**config.mk**
```make
export PLATFORM = sky130hd
export DESIGN_NAME = ann_load_seq_ctrl
export DESIGN_NICKNAME = d
export VERILOG_FILES = /design/src/rtl/ann_load_seq_ctrl.sv
export SDC_FILE = /design/constraint.sdc
export NUM_CORES = 1
export LEC_CHECK = 0
export ABC_AREA = 1
export CELL_PAD_IN_SITES_DETAIL_PLACEMENT = 1
export CELL_PAD_IN_SITES_GLOBAL_PLACEMENT = 2
export CORE_ASPECT_RATIO = 0.7
export CORE_UTILIZATION = 25
export CTS_CLUSTER_SIZE = 28
export DETAILED_ROUTE_END_ITERATION = 16
export GPL_ROUTABILITY_DRIVEN = 0
export HOLD_SLACK_MARGIN = 0.1
export MAX_ROUTING_LAYER = met4
export PLACE_DENSITY_LB_ADDON = 0.05
export SLEW_MARGIN = 20
export SYNTH_ARGS = -nofsm -noshare
export SYNTH_HDL_FRONTEND = slang
export SYNTH_SLANG_ARGS = --single-unit
```
**constraint.sdc**
```tcl
create_clock -name io_clk -period 1.99 [get_ports io_clk]
set_clock_uncertainty 0.15 [all_clocks]
set_input_delay 0.199 -clock io_clk [delete_from_list [all_inputs] [get_ports io_clk]]
set_output_delay 0.199 -clock io_clk [all_outputs]
set_load 0.02 [all_outputs]
```
**src/rtl/ann_load_seq_ctrl.sv**
```systemverilog
// Load/sequence controller for the ANN kd-tree accelerator: streams FIFO words into
// node, leaf and query memories, then hands off to the search core and result sender.
module ann_load_seq_ctrl #(
    parameter int DATA_WIDTH = 11,
    parameter int NUM_LEAVES = 64,
    parameter int NUM_QUERYS = 512
) (
    input  logic                  io_clk,
    input  logic                  io_rst_n,
    input  logic                  load_kdtree,
    input  logic                  fsm_start,
    input  logic                  send_best_arr,
    input  logic [DATA_WIDTH-1:0] in_fifo_rdata,
    input  logic                  in_fifo_rempty_n,
    output logic                  in_fifo_deq,
    output logic [DATA_WIDTH-1:0] wdata,
    output logic                  node_wen,
    output logic [5:0]            node_addr,
    output logic                  node_sel,
    output logic                  leaf_wen,
    output logic [5:0]            leaf_addr,
    output logic [5:0]            leaf_word,
    output logic                  query_wen,
    output logic [8:0]            query_addr,
    output logic [2:0]            query_word,
    output logic                  core_start,
    output logic                  send_start,
    input  logic                  core_done,
    input  logic                  send_core_done,
    output logic                  load_done,
    output logic                  fsm_done,
    output logic                  send_done
);

    localparam int NUM_NODES   = NUM_LEAVES - 1;
    localparam int LEAF_WORDS  = 48;
    localparam int QUERY_WORDS = 5;

    typedef enum logic [2:0] {
        S_IDLE, S_LD_NODE, S_LD_LEAF, S_LD_QUERY, S_READY, S_RUN, S_SEND
    } state_t;

    state_t state, state_nxt;

    logic [5:0] node_cnt;
    logic       node_sel_cnt;
    logic [5:0] leaf_cnt;
    logic [5:0] leaf_word_cnt;
    logic [8:0] query_cnt;
    logic [2:0] query_word_cnt;

    logic loading;
    logic node_last, leaf_last, query_last;
    logic leaf_word_last, query_word_last;
    logic accept_load, accept_start, accept_send;

    assign loading     = (state == S_LD_NODE) || (state == S_LD_LEAF) || (state == S_LD_QUERY);
    assign in_fifo_deq = loading && in_fifo_rempty_n;

    assign leaf_word_last  = (leaf_word_cnt == 6'(LEAF_WORDS - 1));
    assign query_word_last = (query_word_cnt == 3'(QUERY_WORDS - 1));
    assign node_last       = (node_cnt == 6'(NUM_NODES - 1)) && node_sel_cnt;
    assign leaf_last       = (leaf_cnt == 6'(NUM_LEAVES - 1)) && leaf_word_last;
    assign query_last      = (query_cnt == 9'(NUM_QUERYS - 1)) && query_word_last;

    always_ff @(posedge io_clk or negedge io_rst_n) begin
        if (!io_rst_n) state <= S_IDLE;
        // NOTE: state registers use non-blocking assignment so every flop samples pre-edge values.
        else           state <= state_nxt;
    end

    always_comb begin
        // NOTE: every combinational output gets a default first, so no path can infer a latch.
        state_nxt    = state;
        accept_load  = 1'b0;
        accept_start = 1'b0;
        accept_send  = 1'b0;
        case (state)
            S_IDLE: begin
                if (load_kdtree) begin
                    accept_load = 1'b1;
                    state_nxt   = S_LD_NODE;
                end
            end
            S_LD_NODE:  if (in_fifo_deq && node_last)  state_nxt = S_LD_LEAF;
            S_LD_LEAF:  if (in_fifo_deq && leaf_last)  state_nxt = S_LD_QUERY;
            S_LD_QUERY: if (in_fifo_deq && query_last) state_nxt = S_READY;
            S_READY: begin
                // Host commands are prioritised; the losers of a collision are dropped.
                if (load_kdtree) begin
                    accept_load = 1'b1;
                    state_nxt   = S_LD_NODE;
                end else if (fsm_start) begin
                    accept_start = 1'b1;
                    state_nxt    = S_RUN;
                end else if (send_best_arr && fsm_done) begin
                    accept_send = 1'b1;
                    state_nxt   = S_SEND;
                end
            end
            S_RUN:   if (core_done)      state_nxt = S_READY;
            S_SEND:  if (send_core_done) state_nxt = S_READY;
            default: state_nxt = S_IDLE;
        endcase
    end

    always_ff @(posedge io_clk or negedge io_rst_n) begin
        if (!io_rst_n) begin
            wdata          <= '0;
            node_wen       <= 1'b0;
            node_addr      <= '0;
            node_sel       <= 1'b0;
            leaf_wen       <= 1'b0;
            leaf_addr      <= '0;
            leaf_word      <= '0;
            query_wen      <= 1'b0;
            query_addr     <= '0;
            query_word     <= '0;
            core_start     <= 1'b0;
            send_start     <= 1'b0;
            load_done      <= 1'b0;
            fsm_done       <= 1'b0;
            send_done      <= 1'b0;
            node_cnt       <= '0;
            node_sel_cnt   <= 1'b0;
            leaf_cnt       <= '0;
            leaf_word_cnt  <= '0;
            query_cnt      <= '0;
            query_word_cnt <= '0;
        end else begin
            node_wen   <= 1'b0;
            leaf_wen   <= 1'b0;
            query_wen  <= 1'b0;
            core_start <= accept_start;
            send_start <= accept_send;

            if (accept_load) begin
                node_cnt       <= '0;
                node_sel_cnt   <= 1'b0;
                leaf_cnt       <= '0;
                leaf_word_cnt  <= '0;
                query_cnt      <= '0;
                query_word_cnt <= '0;
                load_done      <= 1'b0;
                fsm_done       <= 1'b0;
                send_done      <= 1'b0;
            end
            if (accept_start)                      fsm_done  <= 1'b0;
            if (accept_send)                       send_done <= 1'b0;
            if (state == S_RUN && core_done)       fsm_done  <= 1'b1;
            if (state == S_SEND && send_core_done) send_done <= 1'b1;

            // One pop yields one strobe next cycle; counters wrap to 0 after their last word.
            if (in_fifo_deq) begin
                wdata <= in_fifo_rdata;
                case (state)
                    S_LD_NODE: begin
                        node_wen     <= 1'b1;
                        node_addr    <= node_cnt;
                        node_sel     <= node_sel_cnt;
                        node_sel_cnt <= ~node_sel_cnt;
                        if (node_sel_cnt) node_cnt <= node_last ? '0 : node_cnt + 6'd1;
                    end
                    S_LD_LEAF: begin
                        leaf_wen      <= 1'b1;
                        leaf_addr     <= leaf_cnt;
                        leaf_word     <= leaf_word_cnt;
                        leaf_word_cnt <= leaf_word_last ? '0 : leaf_word_cnt + 6'd1;
                        if (leaf_word_last) leaf_cnt <= leaf_last ? '0 : leaf_cnt + 6'd1;
                    end
                    S_LD_QUERY: begin
                        query_wen      <= 1'b1;
                        query_addr     <= query_cnt;
                        query_word     <= query_word_cnt;
                        query_word_cnt <= query_word_last ? '0 : query_word_cnt + 3'd1;
                        if (query_word_last) query_cnt <= query_last ? '0 : query_cnt + 9'd1;
                        if (query_last) load_done <= 1'b1;
                    end
                    default: ;
                endcase
            end
        end
    end

endmodule

```
### Word-level counts from Yosys, hierarchy flattened

Cells that the tools add are included.

* muxes and demuxes: 60
* eq/ne operators: 18
* bitwise logic cells: 1
* add/sub/neg operators: 5
* reductions and logical operators: 20

Operators by type and width (count)
* 6-bit two-way mux: 14
* 9-bit two-way mux: 5
* 3-bit two-way mux: 13
* 1-bit two-way mux: 27
* 3-bit case mux with 7 select lines: 1
* 6-bit by 1-bit adder with 6-bit output (second input constant): 3
* 6-bit equality test (second input constant): 3
* 3-bit equality test (second input constant): 4
* 1-bit logical AND: 10
* 9-bit by 1-bit adder with 9-bit output (second input constant): 1
* 9-bit equality test (second input constant): 1
* 7-bit AND reduction: 1
* 3-bit by 2-bit equality test with 1-bit output (second input constant): 2
* 2-bit by 1-bit inequality test with 1-bit output (second input constant): 3
* 2-bit inequality test (second input constant): 3
* 2-bit AND reduction: 3
* 3-bit nonzero test: 2
* 4-bit inequality test (second input constant): 1
* 3-bit by 1-bit adder with 3-bit output (second input constant): 1
* 3-bit by 1-bit equality test with 1-bit output (second input constant): 1
* 3-bit zero test: 1
* 1-bit logical OR: 2
* 2-bit OR reduction: 1
* 1-bit NOT: 1

* bits in registers: 84

### Depth between registers and ports, before layout

* depth in word-level cells: 7
* depth in mapped cells: 15

### Worst setup path after synthesis

Ideal clock, no wire load.

* path type: reg2reg
* start point: register query_cnt[0]
* end point: register state[1]
* arrival: 1.868 ns
* path buffers: 0
* stages on the path, launching flop included: 16
* clock period less this slack: 2.135 ns
* setup slack: -0.145 ns
* data required time: 1.723 ns
* cell sequence: dfrtp_1 ha_1 nand4_1 nor2_1 nand2_1 nor2_1 ha_1 inv_1 nor2_1 nand2_1 nand2_1 nand2_1 nor2_2 nand3_1 nand2_1 nand2_1

* cells in the longest elaborated chain, start to end: 5

Ends and longest elaborated chain
* from (decl): RTL line 49 `logic [8:0] query_cnt;`
* from (signal assigned): RTL line 176 `if (query_word_last) query_cnt <= query_last ? '0 : query_cnt + 9'd1;`
* 9-bit equality test: RTL line 64 `assign query_last = (query_cnt == 9'(NUM_QUERYS - 1)) && query_word_last;`
* 1-bit logical AND: RTL line 64
* 1-bit logical AND: RTL line 87 `S_LD_QUERY: if (in_fifo_deq && query_last) state_nxt = S_READY;`
* 2-bit by 1-bit inequality test with 1-bit output (no source line)
* 7-bit AND reduction (no source line)
* to (signal assigned): RTL line 69 `else state <= state_nxt;`
* to (decl): RTL line 43 `state_t state, state_nxt;`

No other way between the ends.
A chain may end at the register's enable or synchronous reset.

### Worst setup path in the final report

* start point: register query_cnt[1]
* end point: register state[0]

Same word-level chain as after synthesis.

==> run metrics <==
Fin. Hold Viols=0; drt first pass iters=4; CP max stage delay=roughly 0.36 ns; Setup WS post-layout=-0.08370 ns; vias=between 3000 and 4000; Routed Antenna Nets=0; Final Util=35.79%; Final Cell Area=about 0.0053 mm2; GR Util met1=~22%; largest net degree at the start of global routing=38; layout net count=572; largest family of logic cells by synthesized area=simple AND/OR/NAND/NOR gates; Die Height=106.1 um; Hold WS=0.1924 ns; Max-Cap Viols=0; GRT Util Overall=15.22%; pre-CTS setup slack=-0.1593 ns; crit-path cells=ha_2 > nand4_1 > nor2_1 > nand2_1 > nor2_2 > ha_2 > inv_2 > nor2_2 > nand2_1 > nand2_1 > nand2_1 > nor2_2 > buf_6 > nand4_1 > nand2_1; fraction of layout cells with a size suffix above 1=~14%; worst slew pin tran=0.4271 ns; CTS Sinks=between 80 and 90; IO Pins=70; most frequent cell after synthesis=nand2_1; Crit path top cell by count=nand2_1; total placed instance area=slightly below 0.005 mm2; Worst Path Required=2.11 ns; Synth Flop Type=dfrtp_1; reg2reg end=state[0]; Final Cycle Share=104.2%; syn_nets=between 400 and 500; Longest Clk Path Bufs=2; leakage power=2.415 nW; Post-synth EDFFs=0; highest-delay cell along the critical path=dfrtp_1; Worst R2R Path Depth=15; Avg Synthesized Cell Area=8.758 um2; outcome=finished, violations left; area leader, netlist=dfrtp_1; Clock Latency Late Sink=between 0.3 and 0.4 ns; Worst setup endpoint=state[0]; initial core utilization=25.97%; #FFs+latches synth=84; vias in the first global route=between 3000 and 4000; Syn-to-layout area delta=37.82%; Synth area leaders=dfrtp_1 54%, nand2_1 12%, o21ai_0 5.7%; WL final=about 11000 um; Worst R2R Start=query_cnt[1]; Synth Area in XOR/XNOR=less than 1%; clock slew at reported path FFs=0.07 ns; crit end category=flip-flop; Worst IR Drop VDD=453.6 uV; top-area cell type share of the netlist area=between 50% and 60%; H-tree levels=3; first-pass GRT wire length=roughly 18000 um; most frequent cells after synthesis=126 x nand2_1, 84 x dfrtp_1, 44 x o21ai_0; drt wl/cell=around 15 um; antenna violations before repair=0; CP startpoint=query_cnt[1]; Synth Area in Compound Gates=11.44%; DP HPWL=a little under 8000 um; drt initial violations=125; met3 usage=3.519%; met2 track demand over resource=21.26%; Post-Syn Area=approximately 0.0039 mm2; pwr dens=1216 mW/mm2; fmax=a little under 0.5 GHz; mux share of post-synthesis cell area=0%; CP max FO=3; total power draw=between 6 and 7 mW; CTS buffer count=9; post-synthesis sequential area ratio=54.30%; r2r setup slk=-0.08 ns; Startpoint Class=flip-flop; fin. max-slew vios=0; final setup fails=3; vias per cell=about 4.4; die width=150.7 um; Root Buffer=clkbuf_16; grt ovf=0; Worst slew margin=about 72%; YS warnings=0; DIE AREA=roughly 0.016 mm2; port bufs=slightly below 70; min Tclk post-route=2.074 ns; Core Region=approximately 0.015 mm2; most used routing layer=met1; RSZ-0062 raised after global routing=true; min-delay worst type=primary input to asynchronous set/reset pin; failing checks=negative setup slack; WP data arrival=around 2.2 ns; post-synthesis cell count=~440; Post-synth ARST share=100.0%; Std-Cell Rows=37; Synth Area in Simple Gates=between 20% and 30%; Distinct cells, synth=37; Crit Path Class=flip-flop to flip-flop; Post-Synth Adder-Cell Area=between 2 and 3%; CTS tree=built; antenna cells=0; # fillers=roughly 1700; drc violations=0
==> what timing repair did <==
action | 4_1_cts | 5_1_grt
setup endpoints to repair | 4 | 5
pin swaps | 10 | 8
buffers inserted | 9 | 1
hold endpoints to repair | 66 | 0
gates resized for setup | 4 | 3
hold buffers | 1 | 0
==> cell families (layout without fill, tap and decap cells) <==
family	after synthesis	in the layout
buffers and inverters	58	166
DFF	84	84
AOI/OAI and AO/OA	78	78
adders and majority gates	8	8
xor gates and xnor gates	3	3
and+or+nand+nor	211	211
==> state kept, by name (all words and copies together) (netlist names), 3 cells and up <==
| register | count |
|---|---|
| query_word_cnt | 3 |
| query_word | 3 |
| leaf_word | 6 |
| leaf_cnt | 6 |
| leaf_addr | 6 |
| node_addr | 6 |
| query_addr | 9 |
| wdata | 11 |
| query_cnt | 9 |
| leaf_word_cnt | 6 |
| node_cnt | 6 |
| state | 3 |
==> cells in the final DEF (no fill, tap or decap), types with 6 or more instances in the layout <==
master,n
clkbuf_16,9
nand4_1,10
buf_4,32
dfrtp_1,83
o21ai_0,44
inv_1,40
ha_1,6
nand2_1,126
a21oi_1,10
nand3_1,24
nor2_1,32
clkdlybuf4s50_1,67
==> where the power goes <==
part           leakage, nW  internal, mW  switching (mW)
clock                0.146          1.01           0.704
sequential            1.13          2.09           0.272
combinational         1.14         0.999            1.41
total                 2.42          4.10            2.39
==> area by class of cell <==
type	count	area, um2	share of cell area, %
clock buffers	11	242.7	4.550
clock inverters	5	60.06	1.126
inverters	47	183.9	3.447
multi-input cells	300	1540	28.87
flip-flops and latches	84	2103	39.42
well taps	195	244.0	4.573
repair buffers	103	960.9	18.01
==> metal layers <==
metal / routed length [um] / up-vias
met5: 0 / -
met4: 78 / 0
met3: 385 / 4
met2: 4576 / 55
met1: 5861 / 1592
li1: - / 1651
==> how the worst min path moves through the flow <==
stage / slack, ns / endpoint / from
final: 0.19 / leaf_addr[1] / io_rst_n
after global routing: 0.25 / leaf_addr[1] / io_rst_n
after CTS: 0.21 / leaf_addr[1] / io_rst_n
after detailed placement: 0.03 / leaf_addr[1] / io_rst_n
after global placement: 0.03 / leaf_addr[1] / io_rst_n
after floorplan: -0.25 / core_start / io_rst_n
==> through the flow <==
step	cells	TNS (ns)
after floorplan	442	-0.1505
after global placement	721	-0.1604
after detailed placement	721	-0.3141
after CTS	747	-0.5704
after global routing	745	-0.8146
final	745	-0.2168
==> critical path, delay by kind of cell (launching register included) <==
kind,cells,cell delay (ns)
AND/OR/NAND/NOR,11,0.94
adder cells (fa/ha/maj),2,0.39
flip-flops,1,0.36
buffers and inverters,2,0.16
Note: power is estimated with default switching activity, not from simulation.
==> RTL edit 1, RTL diff (same settings) <==
Compare `node_cnt` against `6'(NUM_NODES - 1)` with >= in place of ==.
--- a/src/rtl/ann_load_seq_ctrl.sv
+++ b/src/rtl/ann_load_seq_ctrl.sv
@@ -59,7 +59,7 @@
 
     assign leaf_word_last  = (leaf_word_cnt == 6'(LEAF_WORDS - 1));
     assign query_word_last = (query_word_cnt == 3'(QUERY_WORDS - 1));
-    assign node_last       = (node_cnt == 6'(NUM_NODES - 1)) && node_sel_cnt;
+    assign node_last       = (node_cnt >= 6'(NUM_NODES - 1)) && node_sel_cnt;
     assign leaf_last       = (leaf_cnt == 6'(NUM_LEAVES - 1)) && leaf_word_last;
     assign query_last      = (query_cnt == 9'(NUM_QUERYS - 1)) && query_word_last;
 
Behaviour: same outputs for any inputs over 10 cycles, from zero or initial values and one cycle with io_rst_n low; that may be too few to reach the edited logic, so the function may still have changed.
==> RTL edit 1 against the unedited design <==
  * The run still ends with negative setup slack left
  * Largest cell class unchanged
  * Total power decreased by 3.0%
  * Design area increased by 2.1%
  * Synthesized cell count decreased by 2.3%
  * Critical path type unchanged
  * Wire length about the same
  * Count of clock-buffer cells in the layout unchanged
  * Global-route usage about the same
  * Sequential cell count unchanged
  * Area after synthesis increased by 0.90%
  * Worst hold slack got worse by 26 ps
  * Setup slack improved by 3.4 ps
==> RTL edit 1: results (changes against the unedited design) <==
- Slew @ Worst Pin: 412 ps (was 427 ps)
- Hpwl dp: 8060 um (was 7840 um)
- Initial antenna violation count: 0 (unchanged)
- CTS H-Tree Depth: 3 (unchanged)
- Layout cells sized above 1: 19.3% (was 13.8%)
- Routed wl met3: 293 um (was 385 um)
- Max rail drop VDD: 404 uV (was 454 uV)
- Clock Tree Root: clkbuf_16 (unchanged)
- Topmost layer with routed signal wires: met4 (unchanged)
- Wirelength per Cell: 14.6 um (about the same)
- GR Layer Usage met2: 21.7% (was 21.3%)
- Dpl cells: 714 (was 721)
- Pin count of the biggest net entering global routing: 34 (was 38)
- DR vias/cell: 4.37 (was 4.43)
- Syn_area_per_cell: 9.04 sq um (was 8.76 sq um)
- Reg clk slew, reported paths: 70 ps (about the same)
- Setup slack after layout: -80.3 ps (was -83.7 ps)
- Crit-path leading delay family: buffers and inverters (was simple AND/OR/NAND/NOR gates)
- Top_reg_cell synth: dfrtp_1 (unchanged)
- Post-synthesis sequential area ratio: 53.8% (was 54.3%)
- IO Port Bufs: 69 (unchanged)
- Lkg Pwr: 2.47 nW (was 2.42 nW)
- DR WL met2: 4700 um (was 4580 um)
- Synth cell count leaders: 121 x nand2_1, 84 x dfrtp_1, 34 x inv_1 (was 126 x nand2_1, 84 x dfrtp_1, 44 x o21ai_0)
- Pre-Repair DR Iteration Count: 4 (unchanged)
- Failing checks: negative setup slack (unchanged)
- M1 WL: 5820 um (was 5860 um)
- Worst EP arrival: 2150 ps (was 2190 ps)
- Syn nets: 459 (was 469)
- Postcts setup bufs: 10 (was 9)
- Power in combinational cells: 2.34 mW (was 2.41 mW)
- Drt initial violations: 158 (was 125)
- Clk_lat worst skew: 340 ps
- Mapped cell area: 3910 sq um (was 3870 sq um)
- Total global-route track usage: 15.2% (about the same)
- Resized Gates After CTS: 3 (was 4)
- Final std cells w/o fill: 745 (unchanged)
- Sw Share: 37.7% (was 36.8%)
- Top Registers: wdata: 11 flops, query_addr: 9 flops, query_cnt: 9 flops (unchanged)
- Fill cell count: 1721 (was 1740)
- Placed Instance Area: 5030 sq um (was 4950 sq um)
- Vias in the first global route: 3481 (was 3469)
- GR Util met3: 3.66% (was 3.52%)
- N_diodes: 0 (unchanged)
- CP max-delay cell: dfrtp_1 (unchanged)
- Synth cell types: 38 (was 37)
- CP max FO: 2 (was 3)
- Largest cells by area after synthesis: dfrtp_1 54%, nand2_1 12%, nand3_1 3.8% (was dfrtp_1 54%, nand2_1 12%, o21ai_0 5.7%)
- Clock network fraction of design power: 25.4% (was 26.5%)
- Synth warn: 0 (unchanged)
- Setup WS pre-CTS: -221 ps (was -159 ps)
- Slowest stage delay, CP: 360 ps (about the same)
- First-pass GRT wire length: 18400 um (was 18300 um)
- Setup violators final: 3 (unchanged)
- Nets: 572 (unchanged)
- Met1 GRT Util: 21.7% (was 22.1%)
- Status: finished with violations (unchanged)
-- RTL edit 1: cells by family after synthesis --
logic type / share of synthesized area [%]
and+or+nand+nor: 25.0
DFF: 53.8
AOI/OAI and AO/OA: 10.7
buffers and inverters: 6.15
xor gates and xnor gates: 1.79
adders and majority gates: 2.56
-- RTL edit 1: worst paths after layout --
check / slack (ps) / endpoint / cells past startpoint / start
max in group asynchronous: 960 / query_word_cnt[0]$_DFF_PN0_ / 3 / io_rst_n
worst max-delay path: -80 / query_cnt[4]$_DFF_PN0_ / 12 / query_cnt[1]$_DFF_PN0_
worst min-delay path: 170 / leaf_word[4]$_DFFE_PN0P_ / 2 / io_rst_n
min in group io_clk: 240 / wdata[9]$_DFFE_PN0N_ / 3 / in_fifo_rdata[9]
worst max register to register: -80 / query_cnt[4]$_DFF_PN0_ / 12 / query_cnt[1]$_DFF_PN0_
worst min register to register: 320 / wdata[9]$_DFFE_PN0N_ / 2 / wdata[9]$_DFFE_PN0N_
-- RTL edit 1: per-stage QoR --
stage	TNS, ps	total power, mW	hold WS, ps
6_report	-184	6.29	166
5_1_grt	-759	6.72	203
4_1_cts	-179	6.40	175
3_5_place_dp	-559	4.75	2.60
3_3_place_gp	-177	4.71	-5.21
2_1_floorplan	-126	3.68	-247
-- RTL edit 1: final cells by class --
class / instances / area, sq um / area share (%)
Clock buffer: 11 / 243 / 4.46
Inverter: 46 / 181 / 3.33
Timing Repair Buffer: 112 / 1040 / 19.1
Sequential cell: 84 / 2100 / 38.6
Multi-Input combinational cell: 292 / 1600 / 29.3
Tap cell: 195 / 244 / 4.48
Clock inverter: 5 / 37.5 / 0.689
==> RTL edit 2, RTL diff (same flow settings) <==
Made on the original files. Set the parameter `DATA_WIDTH` to 22 (it was 11).
--- a/src/rtl/ann_load_seq_ctrl.sv
+++ b/src/rtl/ann_load_seq_ctrl.sv
@@ -1,7 +1,7 @@
 // Load/sequence controller for the ANN kd-tree accelerator: streams FIFO words into
 // node, leaf and query memories, then hands off to the search core and result sender.
 module ann_load_seq_ctrl #(
-    parameter int DATA_WIDTH = 11,
+    parameter int DATA_WIDTH = 22,
     parameter int NUM_LEAVES = 64,
     parameter int NUM_QUERYS = 512
 ) (
Ports: changed (resized in_fifo_rdata and wdata); port bits go from 70 to 92. The function was not compared with the original's and may differ.
==> RTL edit 2 against the unedited design <==
  * The run still ends with negative setup slack left
  * Total power up 18%
  * Design area up 15%
  * Wire length up 12%
  * Area after synthesis up 11%
  * Sequential cell count up 11
  * Non-clock buffer count up 25
  * Cell count up 12%
  * Sequential share of layout area down 0.81 points
  * Setup slack worse by 52 ps
  * Core utilization up 1.3 points
  * Combinational power up 28%
  * Via count up 9.6%
  * Critical path type unchanged
  * Critical endpoint is now state[1]$_DFFE_PN0P_
==> RTL edit 2: results (changes against the unedited design) <==
- Status: finished with violations (unchanged)
- Failing checks: negative setup slack (unchanged)
- Routed wl met3: 526 um (was 385 um)
- Placed Instance Area: 5760 sq um (was 4950 sq um)
- Synth cell types: 42 (was 37)
- Setup slack after layout: -135 ps (was -83.7 ps)
- Fill cell count: 1929 (was 1740)
- Power per cell area: 1250 nW/um^2 (was 1220 nW/um^2)
- Clk pwr: 1.89 mW (was 1.72 mW)
- Pin count of the biggest net entering global routing: 40 (was 38)
- M1 WL: 6460 um (was 5860 um)
- Detailed Route WL: 12200 um (was 10900 um)
- Wirelength per Cell: 14.5 um (was 14.6 um)
- Switch Pwr: 2.81 mW (was 2.39 mW)
- GR Util met3: 4.02% (was 3.52%)
- First-pass GRT wire length: 20500 um (was 18300 um)
- Largest cells by area after synthesis: dfrtp_1 55%, nand2_1 14%, o21ai_0 4.2% (was dfrtp_1 54%, nand2_1 12%, o21ai_0 5.7%)
- Top Registers: wdata: 22 flops, query_addr: 9 flops, query_cnt: 9 flops (was wdata: 11 flops, query_addr: 9 flops, query_cnt: 9 flops)
- Hpwl dp: 8940 um (was 7840 um)
- Syn nets: 520 (was 469)
- Total global-route track usage: 15.1% (was 15.2%)
- Max transition margin: 72.9% (was 71.5%)
- Fin Hold WS: 177 ps (was 192 ps)
- DR vias/cell: 4.32 (was 4.43)
- Nets: 645 (was 572)
- CTS Buf Count: 9 (unchanged)
- Vias in the first global route: 3803 (was 3469)
- Syn_area_per_cell: 8.95 sq um (was 8.76 sq um)
- Clock Tree Root: clkbuf_16 (unchanged)
- Topmost layer with routed signal wires: met4 (unchanged)
- TNS Setup: -409 ps (was -217 ps)
- Layout cells sized above 1: 14.5% (was 13.8%)
- Worst EP arrival: 2200 ps
- DR WL met2: 5050 um (was 4580 um)
- Clk_lat worst skew: 340 ps
- Dpl cells: 816 (was 721)
- IO Port Bufs: 91 (was 69)
- Setup WS pre-CTS: -219 ps (was -159 ps)
- Critical Path End: state[1]$_DFFE_PN0P_ (was state[0]$_DFFE_PN0P_)
- Setup violators final: 4 (was 3)
- Synth cell count leaders: 163 x nand2_1, 95 x dfrtp_1, 37 x inv_1 (was 126 x nand2_1, 84 x dfrtp_1, 44 x o21ai_0)
- Max rail drop VDD: 450 uV (was 454 uV)
- Sequential share of power: 35.3% (was 36.4%)
- Met1 GRT Util: 21.4% (was 22.1%)
- Lkg Pwr: 2.83 nW (was 2.42 nW)
- Top_reg_cell synth: dfrtp_1 (unchanged)
- Post-synthesis sequential area ratio: 55.1% (was 54.3%)
-- RTL edit 2: cells by family after synthesis --
group,synth area share (%)
simple gates,25.5
flops,55.1
compound gates,9.51
buf+inv,6.00
xor+xnor,1.62
fa+ha+maj,2.32
-- RTL edit 2: repair_timing --
action | CTS | global route
hold endpoints to repair | 95 | 0
buffers inserted | 2 | 2
pin swaps | 4 | 2
endpoints found under the setup margin | 4 | 7
hold buffers | 1 | 0
gates resized for setup | 3 | 7
-- RTL edit 2: cell type report --
type | count | area (sq um) | share of cell area, %
sequential | 95 | 2380 | 38.6
tap | 225 | 282 | 4.57
clock buffer | 11 | 243 | 3.94
timing repair buffer | 128 | 1270 | 20.6
inverter | 45 | 180 | 2.93
clock inverter | 5 | 81.3 | 1.32
multi-input combinational | 328 | 1730 | 28.1
